**src/rtl/alu_op_sequencer.sv**
```systemverilog
// Sequences one serial ALU command: holds its control fields, strobes beats
// (stalling on the external operand stream), repeats passes, and checks op_done.
module alu_op_sequencer #(
  parameter int LOG2_NR  = 4,
  parameter int REG_BITS = 8,
  parameter int NSHIFT   = 2,
  parameter int OP_BITS  = 3,
  parameter int REP_BITS = 3
) (
  input  logic                clk,
  input  logic                rst_n,
  input  logic                cmd_valid,
  output logic                cmd_ready,
  input  logic [OP_BITS-1:0]  cmd_op,
  input  logic [LOG2_NR-1:0]  cmd_reg1,
  input  logic [LOG2_NR-1:0]  cmd_reg2,
  input  logic                cmd_pair,
  input  logic                cmd_ext2,
  input  logic                cmd_update_reg1,
  input  logic [1:0]          cmd_flags,
  input  logic [REP_BITS-1:0] cmd_repeat,
  input  logic                in_valid,
  output logic                in_ready,
  input  logic                alu_op_done,
  output logic [OP_BITS-1:0]  alu_operation,
  output logic [LOG2_NR-1:0]  alu_reg1,
  output logic [LOG2_NR-1:0]  alu_reg2,
  output logic                alu_pair_op,
  output logic                alu_external_arg2,
  output logic                alu_update_reg1,
  output logic                alu_update_carry_flags,
  output logic                alu_update_other_flags,
  output logic                alu_regfile_en,
  output logic                alu_advance,
  output logic                busy,
  output logic                done,
  output logic                err
);
  localparam int BEATS_W = $clog2(2*REG_BITS/NSHIFT);
  localparam logic [BEATS_W-1:0] LAST_PAIR = BEATS_W'(2*REG_BITS/NSHIFT - 1);
  localparam logic [BEATS_W-1:0] LAST_SNGL = BEATS_W'(REG_BITS/NSHIFT - 1);

  typedef enum logic {IDLE = 1'b0, RUN = 1'b1} state_t;

  state_t              state;
  logic [BEATS_W-1:0]  beat;
  logic [REP_BITS-1:0] pass, rep;
  logic [1:0]          flags;
  logic                adv, last_beat, final_pass, retire;

  assign busy           = (state == RUN);
  assign adv            = busy && !(alu_external_arg2 && !in_valid);
  assign alu_advance    = adv;
  assign alu_regfile_en = adv;
  assign in_ready       = adv && alu_external_arg2;
  assign last_beat      = adv && (beat == (alu_pair_op ? LAST_PAIR : LAST_SNGL));
  assign final_pass     = (pass == rep);
  assign retire         = last_beat && final_pass;
  // Accepting on the retiring beat lets a queued command start with no bubble.
  assign cmd_ready      = !busy || retire;

  assign alu_update_carry_flags = flags[1] && final_pass;
  assign alu_update_other_flags = flags[0] && final_pass;

  always_ff @(posedge clk or negedge rst_n) begin
    if (!rst_n) begin
      state             <= IDLE;
      beat              <= '0;
      pass              <= '0;
      rep               <= '0;
      flags             <= '0;
      alu_operation     <= '0;
      alu_reg1          <= '0;
      alu_reg2          <= '0;
      alu_pair_op       <= 1'b0;
      alu_external_arg2 <= 1'b0;
      alu_update_reg1   <= 1'b0;
      done              <= 1'b0;
      err               <= 1'b0;
    end else begin
      done <= retire;
      // op_done only means something on cycles that actually advance the ALU.
      if (adv && (alu_op_done != last_beat)) err <= 1'b1;
      if (cmd_valid && cmd_ready) begin
        state             <= RUN;
        beat              <= '0;
        pass              <= '0;
        rep               <= cmd_repeat;
        flags             <= cmd_flags;
        alu_operation     <= cmd_op;
        alu_reg1          <= cmd_reg1;
        alu_reg2          <= cmd_reg2;
        alu_pair_op       <= cmd_pair;
        alu_external_arg2 <= cmd_ext2;
        alu_update_reg1   <= cmd_update_reg1;
      end else if (retire) begin
        state <= IDLE;
      end else if (last_beat) begin
        pass <= pass + 1'b1;
        beat <= '0;
      end else if (adv) begin
        beat <= beat + 1'b1;
      end
    end
  end
endmodule

```
**config.mk**
```make
export PLATFORM = sky130hd
export DESIGN_NAME = alu_op_sequencer
export DESIGN_NICKNAME = d
export VERILOG_FILES = /design/src/rtl/alu_op_sequencer.sv
export SDC_FILE = /design/constraint.sdc
export NUM_CORES = 1
export LEC_CHECK = 0
export CAP_MARGIN = 20
export CORE_UTILIZATION = 45
export CTS_CLUSTER_SIZE = 40
export DETAILED_ROUTE_END_ITERATION = 10
export PLACE_DENSITY = 0.77
export RECOVER_POWER = 50
export SYNTH_ARGS = -nofsm -noshare
export SYNTH_HDL_FRONTEND = slang
export SYNTH_SLANG_ARGS = --single-unit
```
**constraint.sdc**
```tcl
create_clock -name clk -period 4.9 [get_ports clk]
set_input_delay 0.98 -clock clk [delete_from_list [all_inputs] [get_ports clk]]
set_output_delay 0.98 -clock clk [all_outputs]
set_load 0.02 [all_outputs]
```
After elaboration in Yosys (flattened, before gate mapping)
Cells that the tools add are included.

cells by class
  mux-type cells = 10
  reductions and logical operators = 18
  equal/unequal tests = 4
  add/subtract/negate cells = 2

operator list
  kind                                                                     number
  3-bit 2-to-1 mux                                                         8
  1-bit logical AND                                                        9
  3-bit by 1-bit adder with 3-bit output, second input constant            2
  3-bit equality test                                                      2
  2-bit AND reduction                                                      2
  2-bit nonzero test                                                       2
  1-bit logical NOT                                                        3
  3-bit nonzero test                                                       1
  1-bit 2-to-1 mux                                                         2
  2-bit by 1-bit inequality test with 1-bit output, second input constant  1
  1-bit logical OR                                                         1
  1-bit inequality test                                                    1

storage, ports and cells
  flip-flop bits (word level) = 28
  input bits = 24
  word-level logic and storage cells = 47

Logic depth before layout (Yosys ltp)
  depth after elaboration = 10
  depth in mapped cells = 6

Least setup slack after synthesis
No wires, ideal clock.

  path type = input-to-output
  start = in in_valid
  end = out alu_regfile_en
  stages = 3
  data arrival time = 1716 ps
  setup slack = 2204 ps
  required time = 3920 ps
  path through = nor2b_1 > nor2_1 > buf_4

between the ends
  longest elaborated chain between the ends = 4

ends and longest elaborated chain
  element            RTL line  RTL
  from (decl)        22        input logic in_valid,
  1-bit logical NOT  52        assign adv = busy && !(alu_external_arg2 && !in_valid);
  1-bit logical AND  52
  1-bit logical NOT  52
  1-bit logical AND  52
  to (decl)          33        output logic alu_regfile_en,

No other way between the ends.

Worst setup path in the final report
  start = in in_valid
  end = out cmd_ready

between the ends
  longest elaborated chain between the ends = 7

ends and longest elaborated chain
  element            RTL line  RTL
  1-bit logical NOT  52
  1-bit logical AND  52
  1-bit logical NOT  52
  1-bit logical AND  52
  1-bit logical AND  56        assign last_beat = adv && (beat == (alu_pair_op ? LAST_PAIR : LAST_SNGL));
  1-bit logical AND  58        assign retire = last_beat && final_pass;
  1-bit logical OR   60        assign cmd_ready = !busy || retire;
  to (decl)          13        output logic cmd_ready,

No other way between the ends.

==> results.py <==
metrics = {
    "clocking": {
        "clkTransAtPathRegs_ns": 0.09,
        "holdBufCountCts": 0,
        "clk_latency_ns": 0.27,
        "clk_root_buffer_cell": "clkbuf_8",
        "cts_tree": "done",
        "h-tree-depth": 1,
        "cts_resized": 0,
        "clock-sinks": 28,
        "cts_buffers": 3,
        "cts_setup_buffers": 0,
        "cts_buffer_depth": 2,
    },
    "routing": {
        "drt_wl_total_um": 4210,
        "drt_iter0_drc": 127,
        "post-route-drc-count": 0,
        "wl_per_cell_um": 15.7,
        "ant_nets": 0,
        "drt_first_pass_iters": 4,
        "via_per_inst": 5.80,
        "num_vias": 1554,
    },
    "synth": {
        "yosys_most_used_dff": "dfrtp_1",
        "yosys.cell_count.top_type": "dfrtp_1",
        "synth_common_cells": "28 x dfrtp_1, 22 x a21oi_1, 22 x nand4_1, 21 x nand2_1, 21 x nor2b_1",
        "syn-num-nets": 213,
        "synthCells": 187,
        "yosys-top-cells-area": "dfrtp_1 41%, o211ai_1 8.9%, nand4_1 8.1%",
        "synth.avg_cell_area_um2": 9.03,
        "synth_cell_types": 35,
        "yosysSeqAreaShare_pct": 41.5,
        "synth_top_area_share_pct": 41.5,
        "synth_warnings": 0,
        "async_flop_share_pct": 100,
        "synth_edf_count": 0,
        "synth_area_um2": 1690,
        "ys_seq_elements": 28,
        "post-synth-top-area-cell": "dfrtp_1",
    },
    "sta": {
        "rsz0062_at_grt": "false",
        "fin_crit_sh_pct": 81.0,
        "post-route-min-period_ns": 3.97,
        "whs_ns": 0.469,
        "finalSetupViolations": 0,
        "slew_viol_final": 29,
        "fin_setup_tns_ns": 0,
        "hold_viol_final": 0,
        "fmax_mhz": 252,
        "slew_headroom_pct": -4.39,
        "fin_skew_ns": 0.00612,
        "worstMarginPinSlew_ns": 1.57,
    },
    "grt": {
        "first_global_vias": 1622,
        "antenna_found_initial": 0,
        "grt_pass1_wl_um": 7200,
        "grt_max_degree": 47,
        "grt-ovfl-total": 0,
        "grtUsageTotal_pct": 22.1,
    },
    "place": {
        "dpl_cell_area_um2": 2130,
        "dp_hpwl_um": 2760,
        "portBuffers": 46,
        "place_inst": 264,
        "gp_congestion": 0.797,
    },
    "floorplan": {
        "start_util_pct": 48.7,
        "die-width_um": 63.3,
        "die_y_um": 63.3,
        "io_pins": 47,
        "die_area_um2": 4000,
        "rows": 21,
        "core_area_um2": 3470,
    },
    "worst_setup_path": {
        "critical_path.startpoint_type": "primary input",
        "worst_setup_path_end_kind": "output pin",
        "crit_chain": "dlygate4sd3_1 > nand2b_1 > nand4_1 > o21ai_4 > clkdlybuf4s50_1",
        "worst-path-max-fanout": 7,
        "cp_slowest_stage_delay_ns": 0.65,
        "required_ns": 3.92,
        "cp.arrival_ns": 2.99,
        "slowest_stage": "clkdlybuf4s50_1",
        "reg2reg_slack_ns": 2.57,
        "critPathKind": "in -> out",
    },
    "status": {
        "status": "finished with violations",
        "violations": "max-capacitance violations, max-slew violations",
    },
    "layout": {
        "diodes": 0,
        "instances_no_fill": 268,
        "final.fill_count": 314,
        "layout-drive-gt1-share_pct": 5.41,
        "area_growth_pct": 29.3,
        "final_nets": 249,
        "stdcell_area_um2": 2180,
    },
    "pwr": {
        "power_uw": 591,
        "ir_drop_v": 0.000104,
        "p_leak_uw": 0.000833,
        "powerDensity_nw_per_um2": 270,
    },
    "flow_run": {
        "max_cap_viol_count": 1,
    },
    "worst_hold_path": {
        "hp-class": "reg -> reg",
    },
}
## worst paths after layout
check                              start  cells past startpoint     endpoint
worst max-delay path            in_valid                      5    cmd_ready
worst min-delay path                 err                      1          err
worst max register to register      busy                      3      pass[2]
worst min register to register       err                      1          err
max in group asynchronous          rst_n                      2  alu_reg1[2]
min in group asynchronous          rst_n                      2      pass[2]
## cell families after synthesis
kind of cell             after synthesis  share of synthesized area (%)
XOR/XNOR                               5                           2.59
flip-flops                            28                           41.5
AND/OR/NAND/NOR                       77                           26.0
buffers and inverters                 20                           6.37
AO/OA/AOI/OAI                         55                           22.1
adder cells (fa/ha/maj)                2                           1.48
## registers in the layout, summed over array words and instances, names as in the netlist
| signal | count |
|---|---|
| alu_external_arg2 | 1 |
| alu_reg2 | 4 |
| alu_pair_op | 1 |
| rep | 3 |
| err | 1 |
| beat | 3 |
| alu_reg1 | 4 |
| flags | 2 |
| alu_update_reg1 | 1 |
| pass | 3 |
| alu_operation | 3 |
| done | 1 |
| busy | 1 |
## cell type report
type | instances | area (µm²) | area share, %
multi-input cells | 139 | 881 | 40.3
repair buffers | 50 | 487 | 22.3
well taps | 46 | 57.6 | 2.63
inverters | 1 | 3.75 | 0.172
clock buffers | 4 | 55.1 | 2.52
flip-flops and latches | 28 | 701 | 32.1
## metrics by stage
| step | setup slack, ns | utilization (%) |
|---|---|---|
| after detailed placement | 1.02 | 61.5 |
| final | 0.932 | 63.0 |
| after floorplan | 2.20 | - |
| after global routing | 0.826 | 63.0 |
| after global placement | 1.08 | 61.5 |
| after CTS | 1.01 | 63.1 |
## cells in the final DEF, fill, tap and decap left out, types with 3 or more instances in the layout
| cell | instances |
|---|---|
| clkdlybuf4s50_1 | 34 |
| dfrtp_1 | 28 |
| nand4_1 | 22 |
| a21oi_1 | 22 |
| nor2b_1 | 21 |
| nand2_1 | 21 |
| o211ai_1 | 20 |
| dlygate4sd3_1 | 12 |
| clkbuf_8 | 4 |
| xor2_1 | 3 |
| buf_4 | 3 |
## routing by layer
layer | up-vias | track usage, % | part of all wire [%]
li1 | 754 | - | -
met1 | 759 | 27.5 | 44
met2 | 39 | 40.1 | 51
met3 | 2 | 2.54 | 3.9
met4 | 0 | 6.25 | 0.31
met5 | - | 0 | 0
## power by group
part	switching (µW)	leakage (µW)	internal, µW
Combinational	93.8	0.000533	75.9
Sequential	24.4	0.000271	255
Clock	69.8	0.0000288	71.8
Total	188	0.000833	403
## critical path, delay by kind of cell
family,cells,cell delay (ns)
AND/OR/NAND/NOR,2,0.43
AO/OA/AOI/OAI,1,0.36
buffers and inverters,2,1.22
(Power assumes the default switching activity.)
